[src/rtl/led_dimmer_pkg.sv]
// Shared constants and saturating level arithmetic for the LED PWM dimmer.
// Both the top level and the button debouncer import this package.
package led_dimmer_pkg;

  localparam int DEF_CHANNELS        = 9;
  localparam int DEF_PWM_BITS        = 8;
  localparam int DEF_PRESCALE        = 16;
  localparam int DEF_DEBOUNCE_CYCLES = 1_000_000;
  localparam int DEF_LEVEL_STEP      = 16;
  localparam int DEF_LEVEL_RESET     = 32;

  typedef enum logic [1:0] {
    LVL_HOLD = 2'd0,
    LVL_UP   = 2'd1,
    LVL_DOWN = 2'd2
  } level_op_e;

  function automatic int level_max(input int pwm_bits);
    return (1 << pwm_bits) - 1;
  endfunction

  localparam int LEVEL_MAX = level_max(DEF_PWM_BITS);

  // Operands are at most PWM_BITS wide, so 32-bit arithmetic cannot overflow
  // and matches the PWM_BITS+1 intermediate before clamping.
  function automatic int unsigned sat_add(input int unsigned value,
                                          input int unsigned step,
                                          input int unsigned max_value);
    int unsigned sum;
    sum = value + step;
    return (sum > max_value) ? max_value : sum;
  endfunction

  function automatic int unsigned sat_sub(input int unsigned value,
                                          input int unsigned step);
    return (value < step) ? 0 : value - step;
  endfunction

  // Simultaneous presses cancel out.
  function automatic level_op_e decode_level_op(input logic up, input logic down);
    level_op_e op;
    op = LVL_HOLD;
    if (up && !down) op = LVL_UP;
    else if (down && !up) op = LVL_DOWN;
    return op;
  endfunction

endpackage

[src/rtl/button_debounce.sv]
// Raw push-button conditioning: 2-flop synchroniser, debounce counter that
// accepts a new level after DEBOUNCE_CYCLES disagreeing cycles, and a press pulse.
module button_debounce
  import led_dimmer_pkg::*;
#(
  parameter int DEBOUNCE_CYCLES = DEF_DEBOUNCE_CYCLES
) (
  input  logic clock,
  input  logic reset_,
  input  logic btn_i,
  output logic press_o
);

  localparam int CNT_W = (DEBOUNCE_CYCLES > 1) ? $clog2(DEBOUNCE_CYCLES + 1) : 1;
  localparam logic [CNT_W-1:0] CNT_LAST = CNT_W'(DEBOUNCE_CYCLES - 1);

  logic             sync1_q, sync2_q;
  logic             stable_q, stable_d;
  logic             stable_dly_q;
  logic             press_q, press_d;
  logic [CNT_W-1:0] cnt_q, cnt_d;

  // NOTE: every always_comb output is given a default first so no latch is inferred.
  always_comb begin
    stable_d = stable_q;
    cnt_d    = cnt_q;
    if (sync2_q == stable_q) begin
      cnt_d = '0;
    end else if (cnt_q == CNT_LAST) begin
      stable_d = sync2_q;
      cnt_d    = '0;
    end else begin
      cnt_d = cnt_q + 1'b1;
    end
    press_d = stable_q & ~stable_dly_q;
  end

  // NOTE: sequential state uses non-blocking assignments so every flop samples pre-edge values.
  always_ff @(posedge clock or negedge reset_) begin
    if (!reset_) begin
      sync1_q      <= 1'b0;
      sync2_q      <= 1'b0;
      stable_q     <= 1'b0;
      stable_dly_q <= 1'b0;
      press_q      <= 1'b0;
      cnt_q        <= '0;
    end else begin
      sync1_q      <= btn_i;
      sync2_q      <= sync1_q;
      stable_q     <= stable_d;
      stable_dly_q <= stable_q;
      press_q      <= press_d;
      cnt_q        <= cnt_d;
    end
  end

  assign press_o = press_q;

endmodule

[src/rtl/led_dimmer.sv]
// PWM brightness stage: gates the pattern generator's colour channels with a
// shared PWM waveform whose duty is stepped by two debounced push-buttons.
module led_dimmer
  import led_dimmer_pkg::*;
#(
  parameter int CHANNELS        = DEF_CHANNELS,
  parameter int PWM_BITS        = DEF_PWM_BITS,
  parameter int PRESCALE        = DEF_PRESCALE,
  parameter int DEBOUNCE_CYCLES = DEF_DEBOUNCE_CYCLES,
  parameter int LEVEL_STEP      = DEF_LEVEL_STEP,
  parameter int LEVEL_RESET     = DEF_LEVEL_RESET
) (
  input  logic                clock,
  input  logic                reset_,
  input  logic                btn_up,
  input  logic                btn_down,
  input  logic [CHANNELS-1:0] led_in,
  output logic [CHANNELS-1:0] led_out,
  output logic [PWM_BITS-1:0] level
);

  localparam int PS_W    = (PRESCALE > 1) ? $clog2(PRESCALE) : 1;
  localparam int LVL_MAX = level_max(PWM_BITS);
  localparam logic [PS_W-1:0]     PS_LAST   = PS_W'(PRESCALE - 1);
  localparam logic [PWM_BITS-1:0] LVL_RESET = PWM_BITS'(LEVEL_RESET);

  logic [PS_W-1:0]     ps_q, ps_d;
  logic [PWM_BITS-1:0] pwm_cnt_q, pwm_cnt_d;
  logic [PWM_BITS-1:0] active_level_q, active_level_d;
  logic [PWM_BITS-1:0] level_q, level_d;
  logic [CHANNELS-1:0] led_out_q, led_out_d;
  logic                tick;
  logic                period_start;
  logic                gate_open;
  logic                up_press, down_press;

  button_debounce #(.DEBOUNCE_CYCLES(DEBOUNCE_CYCLES)) u_btn_up (
    .clock   (clock),
    .reset_  (reset_),
    .btn_i   (btn_up),
    .press_o (up_press)
  );

  button_debounce #(.DEBOUNCE_CYCLES(DEBOUNCE_CYCLES)) u_btn_down (
    .clock   (clock),
    .reset_  (reset_),
    .btn_i   (btn_down),
    .press_o (down_press)
  );

  assign tick         = (ps_q == PS_LAST);
  assign period_start = tick && (pwm_cnt_q == '1);
  assign gate_open    = (pwm_cnt_q < active_level_q);

  // The duty latched at period start keeps a level change from truncating a period.
  always_comb begin
    ps_d           = tick ? '0 : ps_q + 1'b1;
    pwm_cnt_d      = tick ? pwm_cnt_q + 1'b1 : pwm_cnt_q;
    active_level_d = period_start ? level_q : active_level_q;
    led_out_d      = led_in & {CHANNELS{gate_open}};
  end

  always_comb begin
    level_d = level_q;
    case (decode_level_op(up_press, down_press))
      LVL_UP:   level_d = PWM_BITS'(sat_add(32'(level_q), LEVEL_STEP, LVL_MAX));
      LVL_DOWN: level_d = PWM_BITS'(sat_sub(32'(level_q), LEVEL_STEP));
      default:  level_d = level_q;
    endcase
  end

  always_ff @(posedge clock or negedge reset_) begin
    if (!reset_) begin
      ps_q           <= '0;
      pwm_cnt_q      <= '0;
      active_level_q <= LVL_RESET;
      level_q        <= LVL_RESET;
      led_out_q      <= '0;
    end else begin
      ps_q           <= ps_d;
      pwm_cnt_q      <= pwm_cnt_d;
      active_level_q <= active_level_d;
      level_q        <= level_d;
      led_out_q      <= led_out_d;
    end
  end

  assign led_out = led_out_q;
  assign level   = level_q;

endmodule

[config.mk]
export PLATFORM = sky130hd
export DESIGN_NAME = led_dimmer
export DESIGN_NICKNAME = d
export VERILOG_FILES = /design/src/rtl/led_dimmer_pkg.sv /design/src/rtl/button_debounce.sv /design/src/rtl/led_dimmer.sv
export SDC_FILE = /design/constraint.sdc
export NUM_CORES = 1
export LEC_CHECK = 0
export ABC_AREA = 1
export CORE_MARGIN = 5
export CORE_UTILIZATION = 50
export CTS_BUF_LIST = sky130_fd_sc_hd__clkbuf_8
export CTS_CLUSTER_DIAMETER = 120
export DETAILED_ROUTE_END_ITERATION = 7
export DONT_BUFFER_PORTS = 1
export HOLD_SLACK_MARGIN = 0.15
export PLACE_DENSITY = 0.76
export REMOVE_ABC_BUFFERS = 1
export SLEW_MARGIN = 30
export SYNTH_ARGS = -nofsm -noshare
export SYNTH_HDL_FRONTEND = slang
export SYNTH_SLANG_ARGS = --single-unit
[constraint.sdc]
create_clock -name clock -period 2.4 [get_ports clock]
set_clock_uncertainty 0.2 [all_clocks]
set_input_delay 0.12 -clock clock [delete_from_list [all_inputs] [get_ports clock]]
set_output_delay 0.12 -clock clock [all_outputs]
set_load 0.005 [all_outputs]
==> out/results.txt, run 1 <==
DRC Markers: 0
Crit-path slowest cell: dfrtp_1
setup violators final: 0
Via density: 5.15
CTS tree: done
largest net degree at the start of global routing: 82
Buf/Inv on CP: 0
outcome: finished clean
synth unique cells: 30
first-pass GRT wire length: 14.3 mm
max_slew headroom: 72.1%
P_leak: 2.12 nW
Syn Std Cell Area: 4200 um2
clk buf depth: 2
hold path endpoint: u_btn_down.sync2_q
vias in the first global route: 3146
CP top delay family: simple AND/OR/NAND/NOR gates
clock sinks: 81
Syn. warnings: 0
worst path cell trace: ha_1 -> nand2_1 -> nor2_4 -> nand2_2 -> nor2_4 -> nand3_2 -> nand2_2 -> nor2_1
flops & latches, synth: 81
Worst Hold Class: reg -> reg
Tot GR Track Use: 17.4%
Avg Synthesized Cell Area: 8.28 um2
CP Capture Type: flip-flop
Worst-path clk slew: 90 ps
TritonCTS buffer count: 9
Compound-Gate Fraction of Synth Area: 4.14%
main combinational cell family by area after synthesis: simple AND/OR/NAND/NOR gates
actual slew at the worst max-slew pin: 418 ps
DP HPWL: 6.04 mm
Slew Limit Fails: 0
crit path launch type: flip-flop
1st-iter DRT viols: 169
RSZ-0062 raised after global routing: false
f_max: 530 MHz
CP peak stage delay: 440 ps
Post-Route Setup TNS: 0 ps
xor/xnor cell area share of the yosys netlist: 7.10%
Adder-Cell Fraction of Synth Area: 4.47%
count of maximum capacitance violations: 0
Routed WL: 8.34 mm
grt met2 use: 29.4%
Worst Path Arrival: 1930 ps
R2R Path End: u_btn_up.cnt_q[1]
grt total ovfl: 0
simple-gate share of the synthesized area: 29.4%
fill count: 730
PostCTS Resize Cnt: 0
DRT Pass-1 Iters: 6
global routing usage on met3: 3.58%
hold_sp: u_btn_down.sync1_q
mux share of post-synthesis cell area: 0%
total power: 2.46 mW
die height: 102 um
CP max FO: 6
Post-CTS Hold Fix Bufs: 16
Area Overhead vs Synth: 10.9%
flop-to-flop setup slack: 510 ps
Critical R2R Launch: u_btn_up.cnt_q[0]
worst path required time: 2450 ps
H-Tree Depth: 3
share of cells above drive strength 1: 7.13%
Worst-Skew Late Latency: 360 ps
DIE WIDTH: 102 um
period utilization: 78.5%
routed via count: 3287
Final Hold Viols: 0
worst hold stages: 0
power density cells: 528 nW/um2
Final ANT Viol Nets: 0
Die ar.: 10300 um2
row count: 33
input/output buffers: 0
drt wl/cell: 13.1 um
Post-Syn Instances: 507
post-CTS setup buffers: 0
crit path time final: 1890 ps
Top Usage Layer GRT: met2
antenna violations before repair: 0
Ant. Diodes: 0
reg2reg path depth: 8
IR drop worst, VDD: 0.000253 V
CTS root buf: clkbuf_8
Std-Cell Core Area: 8220 um2
Final Wtd Congestion: 0.889
Worst Path Class, Setup: reg -> reg
GR Util met1: 22.5%
initial core utilization: 51.1%
sequential share of the synthesized area: 48.4%
IO Count: 30
nets: 556
==> flip-flops by register name, indices dropped and copies added, names as in the netlist, 4 cells and up <==
signal            cells
active_level_q        5
led_out               9
level                 5
ps_q                  4
pwm_cnt_q             8
u_btn_down.cnt_q     20
u_btn_up.cnt_q       20
==> metal layers <==
layer	routed length, um	up-vias
met1	3720	1543
met2	4010	92
li1	-	1640
met5	0	-
met3	467	12
met4	139	0
==> cells in the mapped netlist, drive strengths merged <==
library cell / number / area (um2)
o21ai: 12 / 78.8
nor2: 115 / 469
nor3: 11 / 55.1
ha: 15 / 188
nand2: 97 / 372
clkbuf: 2 / 7.51
or3: 1 / 6.26
xor2: 28 / 245
and2: 1 / 6.26
inv: 62 / 233
xnor2: 6 / 52.6
nand3: 37 / 208
nor3b: 1 / 7.51
dfstp: 2 / 52.6
nand4: 13 / 81.3
a21oi: 13 / 65.1
buf: 4 / 33.8
nand3b: 3 / 22.5
o21bai: 2 / 15.0
o21a: 2 / 15.0
dfrtp: 79 / 1980
or2: 1 / 6.26
==> cells in the final DEF, fill, tap and decap left out, types with 2 or more instances in the layout <==
| cell type | Yosys | layout |
|---|---|---|
| dfrtp_1 | 79 | 79 |
| inv_8 | 0 | 2 |
| o21bai_1 | 2 | 2 |
| nand3_2 | 2 | 2 |
| nor2_1 | 108 | 108 |
| nand3b_1 | 3 | 3 |
| dlygate4sd3_1 | 0 | 15 |
| ha_1 | 15 | 15 |
| nand4_1 | 13 | 13 |
| dfstp_2 | 2 | 2 |
| nand2_1 | 94 | 94 |
| a21oi_1 | 13 | 13 |
| o21ai_2 | 5 | 5 |
| o21ai_0 | 6 | 6 |
| xnor2_1 | 6 | 6 |
| clkbuf_8 | 0 | 9 |
| nand3_1 | 34 | 34 |
| inv_1 | 62 | 62 |
| o21a_1 | 2 | 2 |
| xor2_1 | 28 | 28 |
| inv_6 | 0 | 5 |
| nor2_4 | 4 | 4 |
| nand2_2 | 3 | 3 |
| nor2_2 | 3 | 3 |
| nor3_1 | 11 | 11 |
==> through the flow <==
| step | setup slack, ps | cell area, um2 | cells | hold WS (ps) | util (%) |
|---|---|---|---|---|---|
| after floorplan | 701 | 4160 | 501 | -376 | - |
| after global placement | 635 | 4290 | 606 | -374 | 52.2 |
| after detailed placement | 538 | 4290 | 606 | -374 | 52.2 |
| after CTS | 508 | 4650 | 638 | 159 | 56.6 |
| after global routing | 307 | 4650 | 638 | 176 | 56.6 |
| final | 515 | 4650 | 638 | 157 | 56.6 |
==> where the power goes <==
group          total, mW  switching (mW)  internal [mW]  leakage (nW)
sequential          1.38         0.00959           1.38          1.10
combinational     0.0866          0.0541         0.0325         0.920
clock              0.984           0.575          0.409        0.0995
==> logic make-up after synthesis <==
kind of cell / Yosys count
buf+inv: 68
compound gates: 29
fa+ha+maj: 15
xor+xnor: 34
simple gates: 280
flops: 81
==> cell type report <==
cell class | count | area (um2) | share of cell area [%]
clock buffers | 9 | 124 | 2.66
clock inverters | 7 | 66.3 | 1.42
multi-input cells | 358 | 1890 | 40.7
flip-flops and latches | 81 | 2030 | 43.6
repair buffers | 16 | 178 | 3.82
well taps | 105 | 131 | 2.82
inverters | 62 | 233 | 5.00
==> worst reg2reg max path, cell delays in order (launching register included) <==
cell	delay, ps
dfrtp_1	440
ha_1	270
nand2_1	130
nor2_4	170
nand2_2	90
nor2_4	140
nand3_2	130
nand2_2	140
nor2_1	60
==> how the worst max path moves through the flow <==
stage                      start                 to  slack [ps]  cells past startpoint
2_1_floorplan            ps_q[0]  active_level_q[3]         700                      5
3_3_place_gp            level[4]           level[6]         640                      7
3_5_place_dp             ps_q[0]  active_level_q[3]         540                      5
4_1_cts                  ps_q[0]  active_level_q[3]         510                      5
5_1_grt                 level[4]           level[6]         310                      7
6_report       u_btn_up.cnt_q[0]  u_btn_up.cnt_q[1]         510                      8
No activity file was read; power rests on OpenSTA's default activity.
==> run 2: changes to the inputs <==
- clock period: 2.4 -> 1.8 ns (I/O delays scaled with it)
==> run 2 against run 1 <==
Effect of this change: the flow now finishes with violations (hold timing, setup timing); worst setup slack worse by 520 ps; via count is 2.6% higher; sequential cell count stayed put; clock power is 38% higher; first-iteration DRC count is 7.1% higher; non-clock buffer count is 9 higher; sequential power is 33% higher; die area stayed put; clock-buffer cell count stayed put; critical path depth is 2 lower; final area is 2.3% higher; maximum frequency is 4.2% higher; largest cell class unchanged; largest power group unchanged.
==> out/results.txt, run 2 (synthesized netlist as in run 1, its figures left out) <==
commonest non-fill, non-tap cell in the layout: nor2_1
Slew Limit Fails: 0
vias in the first global route: 3259
Buf/Inv on CP: 1
Area Overhead vs Synth: 13.5%
die height: 102 um
worst path required time: 1870 ps
grt total ovfl: 0
IR drop worst, VDD: 0.000312 V
largest net degree at the start of global routing: 82
actual slew at the worst max-slew pin: 444 ps
Worst Path Arrival: 1880 ps
most frequent cells in the layout: nor2_1, nand2_1, dfrtp_1
CTS root buf: clkbuf_8
input/output buffers: 0
Worst-Skew Late Latency: 360 ps
Final Wtd Congestion: 0.919
CP top delay family: flip-flops
total power: 3.29 mW
max_slew headroom: 70.4%
crit path launch type: flip-flop
Via density: 5.21
crit path time final: 1810 ps
fill count: 711
Final ANT Viol Nets: 0
f_max: 553 MHz
share of cells above drive strength 1: 11.3%
DRT Pass-1 Iters: 5
row count: 33
initial core utilization: 51.1%
pre-CTS WS: 9.48 ps
Top cell by count, worst path: nand2_1
1st-iter DRT viols: 181
drt wl/cell: 13.6 um
Tot GR Track Use: 18.3%
Worst Path Class, Setup: reg -> reg
Worst-path clk slew: 90 ps
Post-Route Setup TNS: -9.28 ps
Critical R2R Launch: level[5]
Ant. Diodes: 0
final worst slack: -9.28 ps
setup violators final: 1
DRC Markers: 0
Routed WL: 8.81 mm
clock sinks: 81
count of maximum capacitance violations: 0
Crit-path slowest cell: dfstp_2
worst path cell trace: inv_1 -> ha_4 -> nand4_1 -> nand2_1 -> nand2_1 -> a21oi_1
CP max FO: 6
Final Hold Viols: 81
routed via count: 3371
Worst Hold Class: in -> async
first-pass GRT wire length: 15.0 mm
DIE WIDTH: 102 um
H-Tree Depth: 3
R2R Path End: level[5]
Die ar.: 10300 um2
Std-Cell Core Area: 8220 um2
reg2reg path depth: 6
CP Capture Type: flip-flop
TritonCTS buffer count: 9
CP peak stage delay: 600 ps
nets: 565
CTS tree: done
failing checks: hold timing, setup timing
Post-CTS Hold Fix Bufs: 13
outcome: finished with violations
Crit. path cell count: 6
flop-to-flop setup slack: -9 ps
clk buf depth: 2
power density cells: 691 nW/um2
P_leak: 2.15 nW
antenna violations before repair: 0
hold slack final: -786 ps
period utilization: 101%
IO Count: 30
DP HPWL: 6.12 mm
[run 2: cell types whose count changed in the layout (fill, tap and decap cells not counted), sizes merged]
| cell | change |
|---|---|
| buf | +11 |
| inv | -4 |
| clkinvlp | +2 |
| dlygate4sd3 | -2 |
| bufinv | +1 |
| clkinv | +1 |
[run 2: how the worst max path moves through the flow]
stage / startpoint / to / slack (ps)
finish: level[5] / level[5] / -9
global route: level[5] / level[5] / -90
CTS: level[4] / level[6] / 20
detailed placement: ps_q[0] / active_level_q[3] / 9
global placement: ps_q[0] / active_level_q[7] / 70
floorplan: ps_q[0] / active_level_q[3] / 100
[run 2: stage by stage]
step	cells	cell area (um2)	utilization [%]
2_1_floorplan	501	4160	-
3_3_place_gp	615	4350	53.0
3_5_place_dp	615	4350	53.0
4_1_cts	644	4690	57.1
5_1_grt	647	4760	58.0
6_report	647	4760	58.0
[run 2: repair_timing]
| item | in CTS | in global routing |
|---|---|---|
| hold endpoints to repair | 92 | 81 |
| setup endpoints to repair | 5 | 23 |
| setup buffers | 0 | 3 |
| pin swaps | 0 | 3 |
| resized for setup | 2 | 16 |
[run 2: power breakdown]
group | internal [mW] | switching (mW)
combinational | 0.0403 | 0.0423
clock | 0.653 | 0.711
sequential | 1.83 | 0.0113
total | 2.53 | 0.764
[run 2: layer usage]
metal  vias to the layer above  GRT usage [%]  wire (um)
li1                       1653              -          -
met1                      1585           23.4       3890
met2                       115           30.5       4240
met3                        18           3.99        514
met4                         0           6.44        167
met5                         -              0          0
[run 2: final cells by class]
class | count | area, um2 | share of cell area, %
multi-input combinational | 358 | 1950 | 40.9
sequential | 81 | 2030 | 42.6
tap | 105 | 131 | 2.76
clock buffer | 9 | 124 | 2.60
clock inverter | 7 | 76.3 | 1.60
inverter | 62 | 233 | 4.89
timing repair buffer | 25 | 220 | 4.62
[run 2: worst reg2reg max path, stage by stage, from the launching register on]
cell and delay [ps]:
dfstp_2 600, inv_1 120, ha_4 290, nand4_1 100, nand2_1 110, nand2_1 100, a21oi_1 190
==> run 3: changes to the inputs <==
--- a/config.mk
+++ b/config.mk
@@ -15,5 +15,4 @@
 export HOLD_SLACK_MARGIN = 0.15
 export PLACE_DENSITY = 0.76
-export REMOVE_ABC_BUFFERS = 1
 export SLEW_MARGIN = 30
 export SYNTH_ARGS = -nofsm -noshare
--- a/constraint.sdc
+++ b/constraint.sdc
@@ -3,3 +3,3 @@
 set_input_delay 0.09 -clock clock [delete_from_list [all_inputs] [get_ports clock]]
 set_output_delay 0.09 -clock clock [all_outputs]
-set_load 0.005 [all_outputs]
+set_load 0.05 [all_outputs]
==> run 3 against run 2 <==
Effect of this change: the run ends with hold timing left; critical path type unchanged; sequential share of layout area shrank 0.063 points; global-route usage shrank 0.69 points; routed wire length shrank 5.1%; hold slack gained 26 ps; worst setup slack gained 91 ps; die area is the same; sequential power is essentially flat.
==> out/results.txt, run 3 (synthesized netlist as in run 1, its figures left out) <==
outcome: finished with violations
failing checks: hold timing
Area Overhead vs Synth: 13.9%
worst path required time: 1870 ps
flop-to-flop setup slack: 80 ps
Slew Limit Fails: 0
clk buf depth: 2
period utilization: 95.4%
Clk pwr share: 39.7%
Seq pwr share: 57.8%
reg2reg path depth: 7
Worst-path clk slew: 80 ps
crit path launch type: flip-flop
die height: 102 um
commonest non-fill, non-tap cell in the layout: nor2_1
DRT Pass-1 Iters: 4
fill count: 709
Tot GR Track Use: 17.6%
drt wl/cell: 12.9 um
syn_nets: 535
Final Hold Viols: 81
max_slew headroom: 63.9%
P_leak: 2.16 nW
Critical R2R Launch: level[5]
routed via count: 3296
most frequent cells in the layout: nor2_1, nand2_1, dfrtp_1
combinational power share: 2.5%
f_max: 582 MHz
total power: 3.19 mW
antenna violations before repair: 0
Worst Hold Class: in -> async
initial core utilization: 51.1%
CP Capture Type: flip-flop
Std-Cell Core Area: 8220 um2
NetSw: 688 uW
cell area after layout: 4780 um2
input/output buffers: 0
DRC Markers: 0
R2R Path End: level[4]
TritonCTS buffer count: 9
IR drop worst, VDD: 0.000394 V
CTS tree: done
Post-CTS Hold Fix Bufs: 13
hold slack final: -760 ps
IO Count: 30
largest net degree at the start of global routing: 82
Top cell by count, worst path: nand2_1
crit path time final: 1720 ps
Switching Fraction: 21.6%
Final ANT Viol Nets: 0
DIE WIDTH: 102 um
actual slew at the worst max-slew pin: 545 ps
Die ar.: 10300 um2
Ant. Diodes: 0
Crit-path slowest cell: dfstp_4
area of the multi-input gates: 1970 um2
share of cells above drive strength 1: 11.2%
CP peak stage delay: 670 ps
count of maximum capacitance violations: 0
fin util: 58.2%
Routed WL: 8.36 mm
Worst-Skew Late Latency: 340 ps
worst path cell trace: ha_4 -> nand2_1 -> inv_2 -> nor3_1 -> nor2_1 -> nand2_1 -> a21oi_1
clock sinks: 81
CTS root buf: clkbuf_8
Final Wtd Congestion: 0.947
grt total ovfl: 0
H-Tree Depth: 3
sequential cell area: 2040 um2
Post-Route Setup TNS: 0 ps
first-pass GRT wire length: 14.6 mm
setup violators final: 0
Power Internal: 2.50 mW
power density cells: 667 nW/um2
Worst Path Class, Setup: reg -> reg
vias in the first global route: 3282
nets: 566
CP max FO: 6
1st-iter DRT viols: 308
DP HPWL: 5.98 mm
Via density: 5.09
row count: 33
Worst Path Arrival: 1780 ps
Placed Area: 4380 um2
==> run 3: cell count changes in the layout (fill, tap and decap cells not counted), sizes merged <==
cell      previous run  this run
clkinv               1         5
inv                 65        63
clkinvlp             2         0
buf                 12        13
==> run 3: per-stage QoR <==
step	cells	setup WS, ps
after floorplan	507	17.8
after global placement	618	68.1
after detailed placement	618	-26.4
after CTS	647	24.7
after global routing	648	-5.35
final	648	82.1
==> run 3: power by group through the flow <==
stage | Combinational, mW | Sequential, mW | Clock [mW]
after global routing | 0.0901 | 1.85 | 1.38
after floorplan | 0.0398 | 1.88 | 0
after detailed placement | 0.0555 | 1.88 | 0
final | 0.0791 | 1.84 | 1.27
after global placement | 0.0530 | 1.88 | 0
after CTS | 0.0776 | 1.84 | 1.30
==> run 3: area by class of cell <==
type	count	share of cell area, %
clock buffers	9	2.59
clock inverters	7	1.31
inverters	62	4.87
multi-input cells	358	41.1
flip-flops and latches	81	42.6
well taps	105	2.75
repair buffers	26	4.76
==> run 3: how the worst max path moves through the flow <==
stage | startpoint | slack (ps) | end
final | level[5] | 80 | level[4]
after global routing | level[4] | -5 | level[4]
after CTS | ps_q[0] | 20 | active_level_q[7]
after detailed placement | active_level_q[5] | -30 | led_out[1]
after global placement | active_level_q[5] | 70 | led_out[1]
after floorplan | level[4] | 20 | level[6]
==> run 3: repair_timing <==
item                                    4_1_cts  5_1_grt
buffers inserted                              0        1
endpoints found under the setup margin        2       31
gates cloned                                  0        0
pin swaps                                     0        6
resized for setup                             1       17
endpoints found under the hold margin        92       81
==> run 3: per-layer routing <==
layer / GRT usage [%] / vias up / wire [um] / share of wire [%]
li1: - / 1652 / - / -
met1: 23.3 / 1538 / 3840 / 46
met2: 28.6 / 97 / 4020 / 48
met3: 3.44 / 9 / 412 / 4.9
met4: 6.44 / 0 / 91 / 1.1
met5: 0 / - / 0 / 0
==> run 3: worst max-delay path, delay by kind of cell, from the launching register on <==
kind            cells  cell delay [ps]
compound gates      1              150
fa+ha+maj           1              140
buf+inv             1               90
flops               1              670
simple gates        4              400
